<file path="config.mk">
export PLATFORM = sky130hd
export DESIGN_NAME = pipe_stage_chain
export DESIGN_NICKNAME = d
export VERILOG_FILES = /design/src/rtl/pipe_stage_chain.sv
export SDC_FILE = /design/constraint.sdc
export NUM_CORES = 1
export LEC_CHECK = 0
export ABC_AREA = 1
export ABC_CLOCK_PERIOD_IN_PS = 2300
export BUFFER_PORTS_ARGS = -buffer_cell sky130_fd_sc_hd__buf_2
export CAP_MARGIN = 25
export CORE_AREA = 2 2 109 111
export CTS_CLUSTER_DIAMETER = 30
export CTS_CLUSTER_SIZE = 28
export DETAILED_ROUTE_END_ITERATION = 12
export DIE_AREA = 0 0 111 113
export PLACE_DENSITY = 0.69
export RECOVER_POWER = 25
export SYNTH_ARGS = -nofsm -noshare
export SYNTH_HDL_FRONTEND = slang
export SYNTH_SLANG_ARGS = --single-unit
export TNS_END_PERCENT = 30
</file>
<file path="constraint.sdc">
create_clock -name clk -period 2.3 [get_ports clk]
set_input_delay 0.345 -clock clk [delete_from_list [all_inputs] [get_ports clk]]
set_output_delay 0.345 -clock clk [all_outputs]
set_load 0.05 [all_outputs]
</file>
<file path="src/rtl/pipe_stage_chain.sv">
// Elastic valid/ready register chain with bubble collapsing, a global hold,
// per-stage flush and a live-word occupancy count.
module pipe_stage_chain #(
  parameter int DATA_W = 32,
  parameter int DEPTH  = 4,
  parameter int OCC_W  = $clog2(DEPTH + 1)
) (
  input  logic              clk,
  input  logic              rst,
  input  logic              i_valid,
  input  logic [DATA_W-1:0] i_data,
  output logic              o_ready,
  output logic              o_valid,
  output logic [DATA_W-1:0] o_data,
  input  logic              i_ready,
  input  logic              i_hold,
  input  logic [DEPTH-1:0]  i_flush,
  output logic [OCC_W-1:0]  o_occupancy
);

  logic [DEPTH-1:0]  valid_q;
  logic [DEPTH-1:0]  valid_d;
  logic [DATA_W-1:0] data_q [DEPTH];
  logic [DATA_W-1:0] data_d [DEPTH];

  logic [DEPTH-1:0]  live;
  logic [DEPTH-1:0]  adv;
  logic [DEPTH-1:0]  ld;
  logic [DEPTH-1:0]  in_valid;
  logic [DATA_W-1:0] in_data [DEPTH];
  logic [OCC_W-1:0]  occ;

  // A stage advances when the output drains or any slot above it is free,
  // which is the unrolled form of the output-to-input ready recursion.
  always_comb begin : advanceLogic
    logic gap;
    live = valid_q & ~i_flush;
    adv  = '0;
    gap  = i_ready;
    for (int k = DEPTH - 1; k >= 0; k--) begin
      adv[k] = ~i_hold & gap;
      gap    = gap | ~live[k];
    end
    ld = {DEPTH{~i_hold}} & (~live | adv);
  end

  always_comb begin : nextState
    in_valid    = '0;
    in_valid[0] = i_valid;
    in_data[0]  = i_data;
    for (int k = 1; k < DEPTH; k++) begin
      in_valid[k] = live[k-1];
      in_data[k]  = data_q[k-1];
    end
    for (int k = 0; k < DEPTH; k++) begin
      valid_d[k] = ld[k] ? in_valid[k] : live[k];
      data_d[k]  = (ld[k] && in_valid[k]) ? in_data[k] : data_q[k];
    end
  end

  always_comb begin : occupancyCount
    occ = '0;
    for (int k = 0; k < DEPTH; k++) begin
      occ = occ + OCC_W'(live[k]);
    end
  end

  always_ff @(posedge clk or negedge rst) begin
    if (!rst) begin
      valid_q <= '0;
      for (int k = 0; k < DEPTH; k++) begin
        data_q[k] <= '0;
      end
    end else begin
      valid_q <= valid_d;
      data_q  <= data_d;
    end
  end

  // Reset forces the upstream handshake closed even though the chain is empty.
  assign o_ready     = rst & ld[0];
  assign o_valid     = live[DEPTH-1];
  assign o_data      = data_q[DEPTH-1];
  assign o_occupancy = occ;

endmodule

</file>
==> results.toml <==
[outcome]
outcome = "complete, but fails checks"
violations = "max-capacitance violations, max-slew violations, negative setup slack"

[route]
wl_per_cell_um = 12.8
finalWirelength_mm = 10.4
drt_iter0_markers = 251
postRouteAntennaNets = 0
routed_via_density = 4.87
route.detailed.drc = 0
dr_total_vias = 3963
drt-pass1-iter-count = 4

[power_and_ir_drop]
p_leak_nw = 3.59
power.density_mw_per_mm2 = 1040
worst_ir_drop_vdd_mv = 0.400
finalPower_mw = 6.61

[global_route]
grt_overflow_total = 0
grt_max_degree = 133
grt.total_usage = 0.186
antenna_found_initial = 0
grt_pass1_vias = 3994
grt_pass1_wl_mm = 19.1

[die]
core_area_sq_mm = 0.0113
die_area_sq_mm = 0.0125
fp.dieW_um = 111
die_h_um = 113
start_util = 0.490
io_pins = 78
fp-row-count = 39

[placed_design]
pre_cts_slack_ns = 0.0384
gp_congestion = 0.735
dp_hpwl_mm = 7.02
io_buffer_count = 77
place_area_sq_mm = 0.00576
dp.cells = 781

[cts]
cts_tree = "yes"
cts_buffer_depth = 2
htree_levels = 4
clk_latency_ns = 0.40
cts.root.buffer_cell = "clkbuf_16"
cts.sinks = 132
numCtsBuffers = 17
clk_pin_slew_ns = 0.05

[worst_hold_path]
min_to = "data_q[97]"
hold_class = "primary input to flip-flop"
whs_path_depth = 3
holdCritStartpoint = "i_data[1]"

[setup_path]
reg2reg_to = "data_q[62]"
ff2ff_path_depth = 8
end_kind = "output pin"
r2r-start = "valid_q[2]"
crit_type = "flip-flop to output pin"
cp_max_fo = 5
crit_arrival_ns = 1.97
critPathRequiredTime_ns = 1.96
cp-start-kind = "flip-flop"
r2r_slack_ns = 0.37

[final_layout]
syn2layout_area_growth_pct = 15.0
final_util = 0.563
n_antenna_cell = 0
final_area_sq_mm = 0.00635
final_cells = 813
layout.nets = 703
final_layout_size_suffix_gt1_frac = 0.190

[timing]
report.final.slew_viol_count = 133
finalHoldViolCount = 0
grt_setup_unrepaired = "yes"
min_period_ns = 2.31
clock.fmax_mhz = 432
max-slew-margin-rel = -0.144
fin_worst_hold_slack_ns = 0.170
fin_ws_ns = -0.0148
worst_pin_slew_ns = 1.72
fin_tns_setup_ns = -0.0148
finClkSkew_ns = 0.00528
final.period_utilization = 1.01
setup_viol = 1

[synthesis]
ys_seq_area_frac = 0.598
yosysWarnings = 0
yosys_most_used_dff = "dfrtp_1"
synth.area.top_cells = "dfrtp_1, nand2_1, nand3_1, buf_4, clkbuf_1"
netlist_area_sq_mm = 0.00552
synthArstFlopShare = 1.00
synth_edf_count = 0
yosysMostFrequentCell = "nand2_1"
postSynthAreaPerCell_sq_um = 8.89
ys_top_cells_by_count = "nand2_1, dfrtp_1, nand3_1"
yosysTopAreaCell = "dfrtp_1"
syn_inst = 621
netlist-cell-type-count = 18
synth_nets = 665
yosys_register_bits = 132
synth_top_area_frac = 0.598

[run]
drv_cap = 1
-- what timing repair did --
action | CTS | global route
gates resized for setup | 12 | 4
setup buffers | 2 | 0
cloned | 0 | 0
pin swaps | 4 | 3
endpoints found under the setup margin | 3 | 3
hold buffers | 0 | 0
-- power breakdown --
part / switching [mW] / total (mW) / leakage (nW) / internal, mW
clock network: 0.863 / 2.46 / 0.268 / 1.60
registers: 0.262 / 3.05 / 1.72 / 2.78
logic: 0.790 / 1.10 / 1.60 / 0.306
-- worst max-delay path by stage --
stage | from | to | slack (ns)
3_5_place_dp | i_flush[0] | o_occupancy[1] | 0.04
3_3_place_gp | i_flush[0] | o_occupancy[1] | 0.09
2_1_floorplan | i_flush[0] | o_occupancy[1] | 0.01
5_1_grt | valid_q[0] | o_occupancy[1] | -0.09
6_report | valid_q[3] | o_occupancy[1] | -0.01
4_1_cts | valid_q[1] | o_occupancy[1] | -0.03
-- final cells by class --
type	instances	area, sq um
Clock buffer	24	462
Clock inverter	6	80.1
Fill cell	1016	4920
Inverter	10	41.3
Multi-Input combinational cell	410	1790
Sequential cell	132	3300
Tap cell	143	179
Timing Repair Buffer	88	493
-- logic make-up after synthesis --
group	count (synthesis)	share of synthesized area
AO/OA/AOI/OAI	4	0.00408
flip-flops	132	0.598
adder cells (fa/ha/maj)	3	0.00816
AND/OR/NAND/NOR	403	0.308
buffers and inverters	79	0.0816
-- cells in the final DEF, fill, tap and decap left out --
cell type / count
nand2_1: 264
dfrtp_1: 132
nand3_1: 129
buf_2: 73
clkbuf_16: 17
buf_4: 10
nand2_2: 8
clkbuf_1: 7
inv_1: 6
clkinv_2: 5
nor2_4: 2
inv_2: 2
o21ai_0: 2
bufinv_16: 2
buf_8: 2
inv_4: 1
o21ai_1: 1
a21boi_0: 1
fa_1: 1
ha_4: 1
ha_2: 1
clkbuf_8: 1
buf_6: 1
clkbuf_4: 1
-- critical path: stages (launching register included) --
cell and delay, ns:
dfrtp_1 0.37, inv_2 0.06, nor2_4 0.05, fa_1 0.54
ha_2 0.19, ha_4 0.20, buf_8 0.14
-- registers in the layout, summed over array words and instances (netlist names) --
name / count
data_q: 96
o_data: 32
valid_q: 4
-- metal layers --
layer / GRT usage / share of wire
met5: 0 / 0
met4: 0.0625 / 0.013
met3: 0.0514 / 0.050
met2: 0.265 / 0.43
met1: 0.276 / 0.50
(Power assumes the default switching activity.)
